`src/rtl/cv_z80_bus_master.sv`:
```
// Z80-style bus cycle master: sequences mem/io read/write and refresh cycles,
// advancing one T-state per clk_en_i pulse, with registered active-low strobes.
module cv_z80_bus_master #(
    parameter int unsigned WAIT_LIMIT = 255
) (
    input  logic        clk_i,
    input  logic        reset_i,
    input  logic        clk_en_i,
    input  logic        req_i,
    input  logic [2:0]  op_i,
    input  logic [15:0] addr_i,
    input  logic [7:0]  wdata_i,
    output logic        busy_o,
    output logic        done_o,
    output logic        timeout_o,
    output logic [7:0]  rdata_o,
    output logic [15:0] a_o,
    output logic [7:0]  d_o,
    output logic        d_oe_o,
    output logic        mreq_n_o,
    output logic        iorq_n_o,
    output logic        rd_n_o,
    output logic        wr_n_o,
    output logic        rfsh_n_o,
    input  logic        wait_n_i,
    input  logic [7:0]  d_i
);
    typedef enum logic [2:0] {
        S_IDLE, S_T1, S_T2, S_TWA, S_TW, S_T3, S_R1, S_R2
    } state_t;

    localparam logic [2:0] OP_RFSH  = 3'b100;
    localparam logic [7:0] WAIT_MAX = 8'(WAIT_LIMIT);

    state_t     state_q, state_d;
    logic [1:0] op_q, op_d;     // bit1 = io, bit0 = write
    logic [7:0] wait_cnt_q;
    logic       to_q;
    logic       req_ok, accept, done_d, cap_rd, do_wait, wait_inc, to_set;
    logic       mreq_d, iorq_d, rd_d, wr_d, rfsh_d, oe_d;

    assign req_ok = req_i && (op_i <= OP_RFSH);

    always_comb begin
        state_d  = state_q;
        accept   = 1'b0;
        done_d   = 1'b0;
        cap_rd   = 1'b0;
        do_wait  = 1'b0;
        wait_inc = 1'b0;
        to_set   = 1'b0;
        case (state_q)
            S_IDLE: accept = req_ok;
            S_T1:   if (clk_en_i) state_d = S_T2;
            S_T2: begin
                if (clk_en_i) begin
                    if (op_q[1]) state_d = S_TWA;
                    else         do_wait = 1'b1;
                end
            end
            S_TWA, S_TW: do_wait = clk_en_i;
            S_T3: begin
                if (clk_en_i) begin
                    done_d  = 1'b1;
                    cap_rd  = !op_q[0];
                    state_d = S_IDLE;
                    accept  = req_ok;
                end
            end
            S_R1: if (clk_en_i) state_d = S_R2;
            S_R2: begin
                if (clk_en_i) begin
                    done_d  = 1'b1;
                    state_d = S_IDLE;
                    accept  = req_ok;
                end
            end
            default: state_d = S_IDLE;
        endcase

        // Counter reaching the limit forces T3; a limit of 0 therefore skips TW entirely.
        if (do_wait) begin
            if (wait_cnt_q == WAIT_MAX) begin
                state_d = S_T3;
                to_set  = !wait_n_i;
            end else if (!wait_n_i) begin
                state_d  = S_TW;
                wait_inc = 1'b1;
            end else begin
                state_d = S_T3;
            end
        end

        if (accept) state_d = (op_i == OP_RFSH) ? S_R1 : S_T1;
    end

    assign op_d = accept ? op_i[1:0] : op_q;

    // Strobes are decoded from the next state so they leave the register cleanly.
    always_comb begin
        mreq_d = 1'b1;
        iorq_d = 1'b1;
        rd_d   = 1'b1;
        wr_d   = 1'b1;
        rfsh_d = 1'b1;
        oe_d   = 1'b0;
        case (state_d)
            S_T1: begin
                mreq_d = op_d[1];
                rd_d   = op_d[1] | op_d[0];
                oe_d   = op_d[0];
            end
            S_T2, S_TWA, S_TW, S_T3: begin
                mreq_d = op_d[1];
                iorq_d = !op_d[1];
                rd_d   = op_d[0];
                wr_d   = !op_d[0];
                oe_d   = op_d[0];
            end
            S_R1: rfsh_d = 1'b0;
            S_R2: begin
                rfsh_d = 1'b0;
                mreq_d = 1'b0;
            end
            default: ;
        endcase
    end

    always_ff @(posedge clk_i or posedge reset_i) begin
        if (reset_i) begin
            state_q    <= S_IDLE;
            op_q       <= 2'b00;
            wait_cnt_q <= 8'd0;
            to_q       <= 1'b0;
            busy_o     <= 1'b0;
            done_o     <= 1'b0;
            timeout_o  <= 1'b0;
            rdata_o    <= 8'd0;
            a_o        <= 16'd0;
            d_o        <= 8'd0;
            d_oe_o     <= 1'b0;
            mreq_n_o   <= 1'b1;
            iorq_n_o   <= 1'b1;
            rd_n_o     <= 1'b1;
            wr_n_o     <= 1'b1;
            rfsh_n_o   <= 1'b1;
        end else begin
            state_q   <= state_d;
            busy_o    <= (state_d != S_IDLE);
            done_o    <= done_d;
            timeout_o <= done_d & to_q;
            d_oe_o    <= oe_d;
            mreq_n_o  <= mreq_d;
            iorq_n_o  <= iorq_d;
            rd_n_o    <= rd_d;
            wr_n_o    <= wr_d;
            rfsh_n_o  <= rfsh_d;
            if (cap_rd) rdata_o <= d_i;
            if (accept) begin
                op_q       <= op_i[1:0];
                a_o        <= addr_i;
                d_o        <= wdata_i;
                wait_cnt_q <= 8'd0;
                to_q       <= 1'b0;
            end else begin
                if (wait_inc) wait_cnt_q <= wait_cnt_q + 8'd1;
                if (to_set)   to_q       <= 1'b1;
            end
        end
    end
endmodule

```
`config.mk`:
```
export PLATFORM = sky130hd
export DESIGN_NAME = cv_z80_bus_master
export DESIGN_NICKNAME = d
export VERILOG_FILES = /design/src/rtl/cv_z80_bus_master.sv
export SDC_FILE = /design/constraint.sdc
export NUM_CORES = 1
export LEC_CHECK = 0
export CAP_MARGIN = 0
export CORE_AREA = 2 2 78 80
export CTS_BUF_LIST = sky130_fd_sc_hd__clkbuf_4 sky130_fd_sc_hd__clkbuf_8
export DETAILED_ROUTE_END_ITERATION = 12
export DIE_AREA = 0 0 80 82
export PLACE_DENSITY = 0.87
export SETUP_SLACK_MARGIN = 0.4
export SYNTH_ARGS = -nofsm -noshare
export SYNTH_HDL_FRONTEND = slang
export SYNTH_SLANG_ARGS = --single-unit
```
`constraint.sdc`:
```
create_clock -name clk_i -period 2.12 [get_ports clk_i]
set_clock_uncertainty 0.1 [all_clocks]
set_input_delay 0.318 -clock clk_i [delete_from_list [all_inputs] [get_ports clk_i]]
set_output_delay 0.318 -clock clk_i [all_outputs]
set_load 0.005 [all_outputs]
```
==> summary.md <==
| Metric | Value |
|---|---|
| First-pass DRT Iterations | `6` |
| Final instance area | `slightly below 0.004 sq mm` |
| Syn nets | `approximately 280` |
| Avg WL per Cell | `15.6 um` |
| Max Freq | `506 MHz` |
| Core area | `around 0.0057 sq mm` |
| Vias in the first global route | `~2,100` |
| Clk Latency, worst-skew pair | `0.30 ns` |
| Utilization after layout | `about two thirds` |
| Outcome | `finished, final reports clean` |
| Hold WS | `between 0.2 and 0.25 ns` |
| RSZ-0062 raised after global routing | `true` |
| CP Max Fanout | `6` |
| Layout Nets | `~390` |
| Post-synth ARST share | `100%` |
| DRC viols | `0` |
| Routed Antenna Nets | `0` |
| Die W | `~80 um` |
| HP Class | `input pin to async pin` |
| Rows | `28` |
| Placed Area | `between 0.003 and 0.004 sq mm` |
| Area of the die | `between 0.006 and 0.007 sq mm` |
| TritonCTS Buffers | `5` |
| Final setup violation count | `0` |
| Via count | `2,149` |
| Wirelength, routed | `roughly 6700 um` |
| IO Pins | `81` |
| Worst-margin pin slew | `between 0.3 and 0.4 ns` |
| Post-layout min period | `1.98 ns` |
| Clk pin slew, worst setup/hold paths | `0.10 ns` |
| Critical setup path kind | `register to register` |
| Netlist Area Pre-Place | `approximately 0.0023 sq mm` |
| Slew Viols, Final | `0` |
| Initial core utilization | `about two fifths` |
| Max_cap viols | `0` |
| Final Worst Setup Slack | `0.143 ns` |
| Final Cycle Share | `93.2%` |
| VDD IR max | `0.626 mV` |
| Fin. Hold Viols | `0` |
| Crit end category | `register` |
| CTS tree | `yes` |
| Synth Area per Inst | `9.99 sq um` |
| HPWL after detailed placement | `between 4000 and 5000 um` |
| Reg2Reg Depth | `6` |
| CTS H-Tree Depth | `2` |
| Synth Instances | `235` |
| Critical Path Start Type | `register` |
| Post-Place Worst Slack | `-0.0761 ns` |
| Number of synthesized flops with an enable pin | `0` |
| Cell Pwr Density | `between 1000 and 1500 mW/mm^2` |
| GRT Total Usage | `a little under a fifth` |
| Diode count | `0` |
| Primary FF master, synth | `dfrtp_1` |
| Clk buf depth | `2` |
| CP required | `approximately 2.2 ns` |
| Routed vias/inst | `between 5 and 6` |
| Chip height | `just over 80 um` |
| First-pass GRT wire length | `9640 um` |
| Iteration-0 DRC Markers | `123` |
| Clk root buf | `clkbuf_8` |
| Yosys cell types | `roughly 40` |
| Clock Sinks | `between 50 and 60` |
| Register bit total from synthesis | `55` |
| Register area share after synthesis | `between 50 and 60%` |
| Area grow syn2layout | `64.0%` |
| Initial antenna violation count | `0` |
| Worst slew margin | `between 70% and 80%` |
| Final GP Congestion | `~0.9` |
| Worst EP arrival | `2.07 ns` |
| Layout cell share with drive strength beyond 1 | `approximately 26%` |
| Leakage power of the design | `between 0.0015 and 0.002 uW` |
| YS warnings | `0` |
| Largest net degree at the start of global routing | `30` |
| IO buf count | `80` |
| Total gr overflow | `0` |
[final cells by class]
type	instances	area [sq um]
Timing Repair Buffer	123	1220
Multi-Input combinational cell	163	1030
Inverter	5	22.5
Clock inverter	1	8.76
Sequential cell	55	1390
Clock buffer	7	90.1
Tap cell	75	93.8
Fill cell	439	1890
[per-stage QoR]
step | cells | total power (uW) | setup TNS, ns
2_1_floorplan | 235 | 2670 | 0
3_3_place_gp | 401 | 3690 | -0.0107
3_5_place_dp | 401 | 3770 | -0.223
4_1_cts | 415 | 4530 | 0
5_1_grt | 429 | 5170 | 0
6_report | 429 | 4850 | 0
[cell usage in the layout, fill, tap and decap left out, types with 4 or more instances in the layout]
cell	count
a21oi_1	5
nor2_1	12
buf_6	8
nand3_1	4
dfstp_2	5
clkdlybuf4s50_1	75
mux2_2	8
dlygate4sd2_1	5
nand2_1	81
buf_4	30
dfrtp_1	48
clkbuf_8	6
[per-layer routing]
layer	wire length [um]	GRT usage, %	share of wire [%]
met5	0	0	0
met4	77	5.93	1.2
met3	410	5.27	6.1
met2	3550	33.9	53
met1	2660	21.8	40
[flip-flops by register name, summed over array words and instances (netlist names)]
register,cells
a_o,16
busy_o,1
d_o,8
d_oe_o,1
done_o,1
iorq_n_o,1
mreq_n_o,1
op_q,2
rd_n_o,1
rdata_o,8
rfsh_n_o,1
state_q,3
timeout_o,1
to_q,1
wait_cnt_q,8
wr_n_o,1
[cells by family after synthesis]
family / synth area share [%]
xor+xnor: 1.49
flops: 58.9
simple gates: 22.0
buf+inv: 3.46
fa+ha+maj: 0.533
mux: 5.22
compound gates: 8.47
[synthesized netlist by cell type (2+ instances only)]
cell type | number | area [sq um]
nand2_1 | 81 | 304
dfrtp_1 | 50 | 1250
nor2_1 | 13 | 48.8
mux2_2 | 10 | 113
a21oi_1 | 7 | 35.0
clkbuf_1 | 6 | 22.5
dfstp_2 | 5 | 131
inv_1 | 5 | 18.8
nand3_1 | 4 | 20.0
o21ai_0 | 4 | 20.0
o31ai_1 | 4 | 30.0
nand2b_1 | 3 | 18.8
nor4_1 | 3 | 18.8
or4_1 | 3 | 22.5
xnor2_1 | 3 | 26.3
a211oi_1 | 2 | 15.0
a31oi_1 | 2 | 12.5
and3_1 | 2 | 12.5
buf_1 | 2 | 7.51
buf_2 | 2 | 10.0
buf_6 | 2 | 22.5
nor3_1 | 2 | 10.0
o211ai_1 | 2 | 15.0
[where the power goes]
part	switching [uW]	internal [uW]	total (uW)	leakage (uW)
combinational	1010	1430	2440	0.00101
sequential	278	1510	1780	0.000682
clock	338	281	619	0.0000519
[repair_timing]
item | 4_1_cts | 5_1_grt
resized for setup | 19 | 24
cloned | 0 | 3
pin swaps | 2 | 13
endpoints found under the setup margin | 50 | 46
hold buffers | 0 | 0
buffers inserted | 6 | 11
[worst max-delay path, cell delays in order (launching register included)]
cell and delay (ns):
dfrtp_2 0.45, nor3b_2 0.21, a31oi_2 0.07, or3_4 0.44, buf_4 0.18, o31ai_1 0.32, a21oi_2 0.09
[path summary, 6_finish.rpt]
path                       slack [ns]                         to                 start
setup / recovery                 0.14  wait_cnt_q[5]$_DFFE_PP0P_  state_q[0]$_DFF_PP0_
hold / removal                   0.22  wait_cnt_q[7]$_DFFE_PP0P_               reset_i
setup reg to reg                 0.14  wait_cnt_q[5]$_DFFE_PP0P_  state_q[0]$_DFF_PP0_
hold reg to reg                  0.38        timeout_o$_DFF_PP0_      to_q$_DFFE_PP0P_
max in group asynchronous        1.16         iorq_n_o$_DFF_PP1_               reset_i
min in group clk_i               0.38        timeout_o$_DFF_PP0_      to_q$_DFFE_PP0P_
No activity file was read; power rests on OpenSTA's default activity.
